--- config.mk ---
export PLATFORM = sky130hd
export DESIGN_NAME = mem_port_arbiter_flat
export DESIGN_NICKNAME = d
export VERILOG_FILES = /design/src/rtl/mem_port_arbiter_if.sv /design/src/rtl/mem_port_arbiter.sv /design/src/flat_wrapper.sv
export SDC_FILE = /design/constraint.sdc
export NUM_CORES = 1
export LEC_CHECK = 0
export BUFFER_PORTS_ARGS = -buffer_cell sky130_fd_sc_hd__buf_2
export CORE_AREA = 4 4 110 112
export CTS_BUF_LIST = sky130_fd_sc_hd__clkbuf_16
export CTS_CLUSTER_DIAMETER = 40
export CTS_CLUSTER_SIZE = 24
export DETAILED_ROUTE_END_ITERATION = 10
export DIE_AREA = 0 0 114 116
export GPL_TIMING_DRIVEN = 0
export PLACE_DENSITY = 0.73
export SYNTH_ARGS = -nofsm -noshare
export SYNTH_HDL_FRONTEND = slang
export SYNTH_SLANG_ARGS = --single-unit
--- constraint.sdc ---
create_clock -name clk -period 2 [get_ports clk]
set_input_delay 0.2 -clock clk [delete_from_list [all_inputs] [get_ports clk]]
set_output_delay 0.2 -clock clk [all_outputs]
set_load 0.01 [all_outputs]
--- src/rtl/mem_port_arbiter_if.sv ---
// Bundle of the fetch, data and downstream memory handshakes around mem_port_arbiter.
// Valid/ready: a request transfers in the cycle where *_req and *_addr_ok are both 1; a response is valid exactly when *_data_ok is 1.
interface mem_port_arbiter_if;
  logic        inst_req;
  logic [31:0] inst_addr;
  logic        inst_addr_ok;
  logic        inst_data_ok;
  logic [31:0] inst_rdata;

  logic        data_req;
  logic        data_wr;
  logic [1:0]  data_size;
  logic [3:0]  data_wstrb;
  logic [31:0] data_addr;
  logic [31:0] data_wdata;
  logic        data_addr_ok;
  logic        data_data_ok;
  logic [31:0] data_rdata;

  logic        mem_req;
  logic        mem_wr;
  logic [1:0]  mem_size;
  logic [3:0]  mem_wstrb;
  logic [31:0] mem_addr;
  logic [31:0] mem_wdata;
  logic        mem_addr_ok;
  logic        mem_data_ok;
  logic [31:0] mem_rdata;

  // Arbiter side: serves the two requesters, drives the memory port.
  modport slave (
    input  inst_req, inst_addr,
    input  data_req, data_wr, data_size, data_wstrb, data_addr, data_wdata,
    input  mem_addr_ok, mem_data_ok, mem_rdata,
    output inst_addr_ok, inst_data_ok, inst_rdata,
    output data_addr_ok, data_data_ok, data_rdata,
    output mem_req, mem_wr, mem_size, mem_wstrb, mem_addr, mem_wdata
  );

  // Environment side: the requesters plus the memory/bus bridge.
  modport master (
    output inst_req, inst_addr,
    output data_req, data_wr, data_size, data_wstrb, data_addr, data_wdata,
    output mem_addr_ok, mem_data_ok, mem_rdata,
    input  inst_addr_ok, inst_data_ok, inst_rdata,
    input  data_addr_ok, data_data_ok, data_rdata,
    input  mem_req, mem_wr, mem_size, mem_wstrb, mem_addr, mem_wdata
  );
endinterface

--- src/rtl/mem_port_arbiter.sv ---
// Shares one SRAM-like port between fetch and data requesters: one transaction in flight,
// data preferred, fetch guaranteed a grant after MAX_STREAK consecutive data grants.
module mem_port_arbiter #(
  parameter  int unsigned MAX_STREAK = 4,
  localparam int unsigned SW         = $clog2(MAX_STREAK + 1)
) (
  input  logic          clk,
  input  logic          resetn,
  mem_port_arbiter_if.slave bus,
  output logic [1:0]    dbg_state,
  output logic          dbg_owner,
  output logic [SW-1:0] dbg_streak
);

  typedef enum logic [1:0] {
    S_IDLE = 2'd0,
    S_ADDR = 2'd1,
    S_RESP = 2'd2
  } state_t;

  localparam logic [SW-1:0] STREAK_MAX = SW'(MAX_STREAK);

  state_t        state_q, state_d;
  logic          owner_q, owner_d;
  logic [SW-1:0] streak_q, streak_d;
  logic          mem_req_q, mem_req_d;
  logic          mem_wr_q, mem_wr_d;
  logic [1:0]    mem_size_q, mem_size_d;
  logic [3:0]    mem_wstrb_q, mem_wstrb_d;
  logic [31:0]   mem_addr_q, mem_addr_d;
  logic [31:0]   mem_wdata_q, mem_wdata_d;

  logic streak_full;
  logic grant_data;
  logic grant_inst;
  logic resp_fire;

  assign streak_full = (streak_q == STREAK_MAX);
  // Data wins unless fetch is waiting and the data streak has hit its limit.
  assign grant_data  = resetn && (state_q == S_IDLE) && bus.data_req
                       && !(bus.inst_req && streak_full);
  assign grant_inst  = resetn && (state_q == S_IDLE) && bus.inst_req && !grant_data;
  // Responses only count while a transaction is waiting for one; stale ones are dropped.
  assign resp_fire   = resetn && (state_q == S_RESP) && bus.mem_data_ok;

  always_comb begin
    state_d     = state_q;
    owner_d     = owner_q;
    streak_d    = streak_q;
    mem_req_d   = mem_req_q;
    mem_wr_d    = mem_wr_q;
    mem_size_d  = mem_size_q;
    mem_wstrb_d = mem_wstrb_q;
    mem_addr_d  = mem_addr_q;
    mem_wdata_d = mem_wdata_q;
    case (state_q)
      S_IDLE: begin
        if (grant_data) begin
          state_d     = S_ADDR;
          owner_d     = 1'b1;
          mem_req_d   = 1'b1;
          mem_wr_d    = bus.data_wr;
          mem_size_d  = bus.data_size;
          mem_wstrb_d = bus.data_wstrb;
          mem_addr_d  = bus.data_addr;
          mem_wdata_d = bus.data_wdata;
          if (!bus.inst_req) begin
            streak_d = '0;
          end else if (!streak_full) begin
            streak_d = streak_q + SW'(1);
          end
        end else if (grant_inst) begin
          state_d     = S_ADDR;
          owner_d     = 1'b0;
          mem_req_d   = 1'b1;
          mem_wr_d    = 1'b0;
          mem_size_d  = 2'd2;
          mem_wstrb_d = 4'd0;
          mem_addr_d  = bus.inst_addr;
          mem_wdata_d = 32'd0;
          streak_d    = '0;
        end
      end
      S_ADDR: begin
        if (bus.mem_addr_ok) begin
          state_d   = S_RESP;
          mem_req_d = 1'b0;
        end
      end
      S_RESP: begin
        if (bus.mem_data_ok) begin
          state_d = S_IDLE;
        end
      end
      default: begin
        state_d   = S_IDLE;
        mem_req_d = 1'b0;
      end
    endcase
  end

  always_ff @(posedge clk) begin
    if (!resetn) begin
      state_q     <= S_IDLE;
      owner_q     <= 1'b0;
      streak_q    <= '0;
      mem_req_q   <= 1'b0;
      mem_wr_q    <= 1'b0;
      mem_size_q  <= 2'd0;
      mem_wstrb_q <= 4'd0;
      mem_addr_q  <= 32'd0;
      mem_wdata_q <= 32'd0;
    end else begin
      state_q     <= state_d;
      owner_q     <= owner_d;
      streak_q    <= streak_d;
      mem_req_q   <= mem_req_d;
      mem_wr_q    <= mem_wr_d;
      mem_size_q  <= mem_size_d;
      mem_wstrb_q <= mem_wstrb_d;
      mem_addr_q  <= mem_addr_d;
      mem_wdata_q <= mem_wdata_d;
    end
  end

  assign bus.inst_addr_ok = grant_inst;
  assign bus.data_addr_ok = grant_data;
  assign bus.inst_data_ok = resp_fire && !owner_q;
  assign bus.data_data_ok = resp_fire && owner_q;
  assign bus.inst_rdata   = (resp_fire && !owner_q) ? bus.mem_rdata : 32'd0;
  assign bus.data_rdata   = (resp_fire && owner_q)  ? bus.mem_rdata : 32'd0;

  assign bus.mem_req   = mem_req_q;
  assign bus.mem_wr    = mem_wr_q;
  assign bus.mem_size  = mem_size_q;
  assign bus.mem_wstrb = mem_wstrb_q;
  assign bus.mem_addr  = mem_addr_q;
  assign bus.mem_wdata = mem_wdata_q;

  assign dbg_state  = state_q;
  assign dbg_owner  = owner_q;
  assign dbg_streak = streak_q;

endmodule
--- src/flat_wrapper.sv ---
// flat-port wrapper written by rule: the top's interface ports become plain ports
module mem_port_arbiter_flat 
#(
  parameter  int unsigned MAX_STREAK = 4,
  localparam int unsigned SW         = $clog2(MAX_STREAK + 1)
)
  (clk, resetn, dbg_state, dbg_owner, dbg_streak, bus_inst_req, bus_inst_addr, bus_data_req, bus_data_wr, bus_data_size, bus_data_wstrb, bus_data_addr, bus_data_wdata, bus_mem_addr_ok, bus_mem_data_ok, bus_mem_rdata, bus_inst_addr_ok, bus_inst_data_ok, bus_inst_rdata, bus_data_addr_ok, bus_data_data_ok, bus_data_rdata, bus_mem_req, bus_mem_wr, bus_mem_size, bus_mem_wstrb, bus_mem_addr, bus_mem_wdata);
  mem_port_arbiter_if bus_i ();
  input  logic clk;
  input  logic resetn;
  output logic [1:0] dbg_state;
  output logic dbg_owner;
  output logic [SW-1:0] dbg_streak;
  input wire logic [$bits(bus_i.inst_req)-1:0] bus_inst_req;
  input wire logic [$bits(bus_i.inst_addr)-1:0] bus_inst_addr;
  input wire logic [$bits(bus_i.data_req)-1:0] bus_data_req;
  input wire logic [$bits(bus_i.data_wr)-1:0] bus_data_wr;
  input wire logic [$bits(bus_i.data_size)-1:0] bus_data_size;
  input wire logic [$bits(bus_i.data_wstrb)-1:0] bus_data_wstrb;
  input wire logic [$bits(bus_i.data_addr)-1:0] bus_data_addr;
  input wire logic [$bits(bus_i.data_wdata)-1:0] bus_data_wdata;
  input wire logic [$bits(bus_i.mem_addr_ok)-1:0] bus_mem_addr_ok;
  input wire logic [$bits(bus_i.mem_data_ok)-1:0] bus_mem_data_ok;
  input wire logic [$bits(bus_i.mem_rdata)-1:0] bus_mem_rdata;
  output wire logic [$bits(bus_i.inst_addr_ok)-1:0] bus_inst_addr_ok;
  output wire logic [$bits(bus_i.inst_data_ok)-1:0] bus_inst_data_ok;
  output wire logic [$bits(bus_i.inst_rdata)-1:0] bus_inst_rdata;
  output wire logic [$bits(bus_i.data_addr_ok)-1:0] bus_data_addr_ok;
  output wire logic [$bits(bus_i.data_data_ok)-1:0] bus_data_data_ok;
  output wire logic [$bits(bus_i.data_rdata)-1:0] bus_data_rdata;
  output wire logic [$bits(bus_i.mem_req)-1:0] bus_mem_req;
  output wire logic [$bits(bus_i.mem_wr)-1:0] bus_mem_wr;
  output wire logic [$bits(bus_i.mem_size)-1:0] bus_mem_size;
  output wire logic [$bits(bus_i.mem_wstrb)-1:0] bus_mem_wstrb;
  output wire logic [$bits(bus_i.mem_addr)-1:0] bus_mem_addr;
  output wire logic [$bits(bus_i.mem_wdata)-1:0] bus_mem_wdata;
  assign bus_i.inst_req = bus_inst_req;
  assign bus_i.inst_addr = bus_inst_addr;
  assign bus_i.data_req = bus_data_req;
  assign bus_i.data_wr = bus_data_wr;
  assign bus_i.data_size = bus_data_size;
  assign bus_i.data_wstrb = bus_data_wstrb;
  assign bus_i.data_addr = bus_data_addr;
  assign bus_i.data_wdata = bus_data_wdata;
  assign bus_i.mem_addr_ok = bus_mem_addr_ok;
  assign bus_i.mem_data_ok = bus_mem_data_ok;
  assign bus_i.mem_rdata = bus_mem_rdata;
  assign bus_inst_addr_ok = bus_i.inst_addr_ok;
  assign bus_inst_data_ok = bus_i.inst_data_ok;
  assign bus_inst_rdata = bus_i.inst_rdata;
  assign bus_data_addr_ok = bus_i.data_addr_ok;
  assign bus_data_data_ok = bus_i.data_data_ok;
  assign bus_data_rdata = bus_i.data_rdata;
  assign bus_mem_req = bus_i.mem_req;
  assign bus_mem_wr = bus_i.mem_wr;
  assign bus_mem_size = bus_i.mem_size;
  assign bus_mem_wstrb = bus_i.mem_wstrb;
  assign bus_mem_addr = bus_i.mem_addr;
  assign bus_mem_wdata = bus_i.mem_wdata;
  mem_port_arbiter #(.MAX_STREAK(MAX_STREAK)) u_core (.clk(clk), .resetn(resetn), .bus(bus_i), .dbg_state(dbg_state), .dbg_owner(dbg_owner), .dbg_streak(dbg_streak));
endmodule
# Word-level counts from Yosys, hierarchy flattened
# Index checks and enable logic that the tools add are counted.
op_classes:
  n_addsub: 1
  n_eq_ne: 7
  n_mux: 26
  bitwise_logic: 1
  n_reduce_logical: 19
ops:
  columns: ["operator", "count"]
  rows:
  - ["32-bit two-way mux", 6]
  - ["2-bit two-way mux", 6]
  - ["3-bit two-way mux", 4]
  - ["1-bit logical AND", 10]
  - ["3-bit AND reduction", 3]
  - ["4-bit two-way mux", 2]
  - ["1-bit two-way mux", 6]
  - ["2-bit one-hot mux with 3 select lines", 1]
  - ["2-bit inequality test, second input constant", 2]
  - ["3-bit by 1-bit adder with 3-bit output, second input constant", 1]
  - ["3-bit equality test, second input constant", 1]
  - ["1-bit zero test", 3]
  - ["3-bit by 2-bit inequality test with 1-bit output, second input constant", 1]
  - ["3-bit inequality test, second input constant", 1]
  - ["1-bit one-hot mux with 3 select lines", 1]
  - ["2-bit by 1-bit equality test with 1-bit output, second input constant", 1]
  - ["2-bit equality test, second input constant", 1]
  - ["2-bit zero test", 1]
  - ["2-bit AND reduction", 1]
  - ["2-bit nonzero test", 1]
  - ["1-bit NOT", 1]
word_totals:
  reg_bits: 78
  inputBits: 141
  out_inout_bits: 146
  word_cells: 63

# Depth between registers and ports, before layout
depth:
  depth_word: 9
  mapped_depth: 8
  depth_no_buf: 5

# Worst setup path before layout
# OpenSTA, ideal clock, no wires.
synth_path:
  path_type: "register to output"
  from: "register u_core.streak_q[0], in the netlist u_core.dbg_streak[0]"
  to: "output port bus_inst_addr_ok"
  arrival_ns: 1.588
  required_time_ns: 1.800
  path_slack_ns: 0.212
  stages_incl_launch_ff: 7
  path_buffers: 2
  cell_sequence: "dfxtp_1 -> inv_1 -> ha_1 -> nand3_1 -> clkbuf_1 -> clkbuf_1 -> a21oi_1"
synth_between:
  elab_chain_cells: 6
synth_lines:
  columns: ["item", "line_no", "rtl"]
  rows:
  - ["start, declared", "mem_port_arbiter.sv:25", "logic [SW-1:0] streak_q, streak_d;"]
  - ["start signal, assigned", "mem_port_arbiter.sv:116", "streak_q <= streak_d;"]
  - ["3-bit equality test", "mem_port_arbiter.sv:38", "assign streak_full = (streak_q == STREAK_MAX);"]
  - ["1-bit logical AND", "mem_port_arbiter.sv:41", "&& !(bus.inst_req && streak_full);"]
  - ["1-bit zero test", "mem_port_arbiter.sv:41", null]
  - ["1-bit logical AND", "mem_port_arbiter.sv:41", null]
  - ["1-bit zero test", "mem_port_arbiter.sv:42", "assign grant_inst = resetn && (state_q == S_IDLE) && bus.inst_req && !grant_data;"]
  - ["1-bit logical AND", "mem_port_arbiter.sv:42", null]
  - ["end, declared", "flat_wrapper.sv:25", "output wire logic [$bits(bus_i.inst_addr_ok)-1:0] bus_inst_addr_ok;"]
# Every way passes these cells.

# Worst setup path after layout
layout_path:
  from: "register u_core.state_q[0], in the netlist u_core.dbg_state[0]"
  to: "output port bus_data_rdata[28]"
layout_between:
  elab_chain_cells: 5
layout_lines:
  columns: ["item", "line_no", "rtl"]
  rows:
  - ["start, declared", "mem_port_arbiter.sv:23", "state_t state_q, state_d;"]
  - ["start signal, assigned", "mem_port_arbiter.sv:114", "state_q <= state_d;"]
  - ["2-bit equality test", "mem_port_arbiter.sv:44", "assign resp_fire = resetn && (state_q == S_RESP) && bus.mem_data_ok;"]
  - ["1-bit logical AND (2 in a row)", "mem_port_arbiter.sv:44", null]
  - ["1-bit logical AND", "mem_port_arbiter.sv:131", "assign bus.data_rdata = (resp_fire && owner_q) ? bus.mem_rdata : 32'd0;"]
  - ["32-bit two-way mux", "mem_port_arbiter.sv:131", null]
  - ["end, declared", "flat_wrapper.sv:30", "output wire logic [$bits(bus_i.data_rdata)-1:0] bus_data_rdata;"]
# Every way passes these cells.

==> summary.txt <==
Synth async-reset ratio -> 0
Non-filler cells, final -> 929
Synth unique cells -> 36
M1 WL -> 5.84 mm
CTS buffer count -> 9
R2r startpoint -> u_core.dbg_streak[0]
Worst-path maximum fanout -> 11
Most frequent cells in the layout -> buf_2, dfxtp_1, and2_1
Fillers -> 1099
Commonest non-fill, non-tap cell in the layout -> buf_2
Yosys warnings -> 0
Yosys reg bits -> 78
Achievable clock frequency -> 522 MHz
GPL Wtd Cong -> 0.795
IO Count -> 287
Post-synth EDFFs -> 0
Worst-path clk slew -> 0.06 ns
Cell count after synthesis -> 474
WP data arrival -> 1.72 ns
Final setup violation count -> 0
Row cnt -> 39
Drt pass-1 iters -> 4
Hold buffer count at CTS -> 0
Starting Density -> 0.357
Root Buffer -> clkbuf_16
GRT Total Usage -> 0.225
DIE HEIGHT -> 116 µm
Nets@finish -> 924
P per Cell Area -> 676 mW/mm²
Clk Latency, worst-skew pair -> 0.34 ns
Drt drc -> 0
Area delta synth->final -> 54.2%
Share of post-route cells with drive strength above 1 -> 0.467
H-tree Lvls -> 3
Worst slew pin tran -> 0.627 ns
CP Launch Point -> u_core.dbg_state[0]
Slew HR -> 0.582
TritonCTS clock tree -> built
Tmin final -> 1.92 ns
Uppermost layer routed -> met4
Hold Vio Cnt, Final -> 0
Post-synthesis sequential area ratio -> 0.390
DR iter-0 viols -> 281
Die Wd -> 114 µm
Core Area -> 0.0112 mm²
Grt total ovfl -> 0
Worst Hold Class -> input port to flip-flop
Sink Count -> 78
Initial antenna violation count -> 0
Detailed-route via count -> 4876
Met2 routed wirelength -> 8.15 mm
Post-Synthesis Cell Area -> 0.00400 mm²
Largest net degree at the start of global routing -> 15
Dpl cells -> 903
First-pass GRT wire length -> 23.8 mm
WP data required -> 1.80 ns
Clk buf depth -> 2
Mapped Nets -> 617
Min Hold Slack -> 0.120 ns
Ant diodes -> 0
Number of buffers added on ports -> 286
Full die area -> 0.0132 mm²
Crit end category -> output port
Run status -> finished clean
Startpoint types -> flip-flop
Avg WL per Cell -> 17.1 µm
Max-cap viol count -> 0
Lkg Pwr -> 0.00298 µW
Final Cell Area -> 0.00618 mm²
Final ANT Viol Nets -> 0
HP Start -> bus_inst_addr[14]
Synth Flop Type -> dfxtp_1
DRT Wirelength -> 15.9 mm
Post-DP Area -> 0.00561 mm²
Setup Skew -> 0.0105 ns
Final period util -> 0.958
Vias in the first global route -> 4668
Mean Syn Cell Area -> 8.45 µm²
Kind of critical path -> flip-flop to output port
Maximum vdd drop -> 0.479 mV
DR vias/cell -> 5.25
Met3 WL post-DR -> 1.52 mm
Detailed Place HPWL -> 12.2 mm
Fin. max-slew vios -> 0
## sequential cells by signal, summed over array words and instances (netlist names)
| signal | cells |
|---|---|
| u_core.bus.mem_addr | 32 |
| u_core.dbg_state | 2 |
| u_core.bus.mem_wdata | 32 |
| u_core.bus.mem_size | 2 |
| u_core.dbg_streak | 3 |
| u_core.bus.mem_wstrb | 4 |
| u_core.bus.mem_req | 1 |
| u_core.bus.mem_wr | 1 |
| u_core.dbg_owner | 1 |
## power by group
group / switching [µW] / internal, µW / leakage (µW)
Clock: 689 / 972 / 0.000148
Sequential: 60.1 / 1660 / 0.000641
Combinational: 434 / 357 / 0.00219
## final timing paths
kind | to | slack (ns) | depth (start not counted)
setup reg to reg | u_core.bus.mem_addr[21] | 0.10 | 8
hold / removal | u_core.bus.mem_addr[14] | 0.12 | 3
setup / recovery | bus_data_rdata[28] | 0.08 | 6
hold reg to reg | u_core.bus.mem_addr[29] | 0.47 | 2
## per-stage QoR
stage	setup slack, ns	total power (µW)	util	TNS (ns)
after floorplan	0.212	2150	-	0
after global placement	-0.279	2520	0.500	-1.75
after detailed placement	-0.297	2520	0.500	-2.20
after CTS	0.0261	4190	0.542	0
after global routing	-0.0240	4360	0.550	-0.0240
final	0.0843	4180	0.550	0
## synthesized netlist by cell type, types with 2 or more instances
cell type / number / share of area
o32a_1: 10 / 0.025
o221a_2: 13 / 0.037
o21a_1: 2 / 0.0037
o31a_1: 3 / 0.0066
nand4_1: 38 / 0.059
o21ai_0: 42 / 0.052
dfxtp_1: 78 / 0.39
nor2_1: 4 / 0.0037
inv_1: 5 / 0.0047
buf_6: 2 / 0.0056
a31oi_1: 19 / 0.030
clkbuf_1: 47 / 0.044
nand3_1: 5 / 0.0062
a21boi_1: 3 / 0.0056
buf_2: 9 / 0.011
and2_1: 64 / 0.10
a311o_1: 3 / 0.0075
nand2_1: 40 / 0.037
nand2b_1: 10 / 0.016
nor3b_1: 3 / 0.0056
ha_1: 2 / 0.0062
nor3_1: 2 / 0.0025
a21boi_0: 39 / 0.073
o41ai_1: 19 / 0.042
## layout make-up
| cell class | count | area (µm²) | area share |
|---|---|---|---|
| Sequential cell | 78 | 1570 | 0.253 |
| Multi-Input combinational cell | 333 | 2290 | 0.370 |
| Buffer | 57 | 303 | 0.0490 |
| Timing Repair Buffer | 297 | 1530 | 0.247 |
| Clock buffer | 9 | 225 | 0.0365 |
| Inverter | 5 | 18.8 | 0.00304 |
| Tap cell | 143 | 179 | 0.0290 |
| Clock inverter | 7 | 72.6 | 0.0118 |
## critical path, cell delays in order (launching register included)
cell and delay, ns:
dfxtp_2 0.38, nand4b_1 0.31, nor2_4 0.17, buf_12 0.14, clkbuf_4 0.15, and2_1 0.12
buf_2 0.12
## per-layer routing
| metal | up-vias | GRT usage |
|---|---|---|
| li1 | 2360 | - |
| met5 | - | 0 |
| met1 | 2263 | 0.247 |
| met2 | 222 | 0.413 |
| met3 | 31 | 0.0710 |
| met4 | 0 | 0.0721 |
## what timing repair did
item / 4_1_cts / 5_1_grt
pin swaps: 2 / 3
setup buffers: 4 / 4
gates resized for setup: 34 / 15
setup endpoints to repair: 87 / 71
cloned: 3 / 0
## cell families (layout without fill, tap and decap cells)
group | Yosys count | after routing | synth area share
AOI/OAI and AO/OA | 156 | 156 | 0.288
adders and majority gates | 2 | 2 | 0.00625
buffers and inverters | 63 | 375 | 0.0656
DFF | 78 | 78 | 0.390
and+or+nand+nor | 175 | 175 | 0.250
Note: power is estimated with default switching activity, not from simulation.
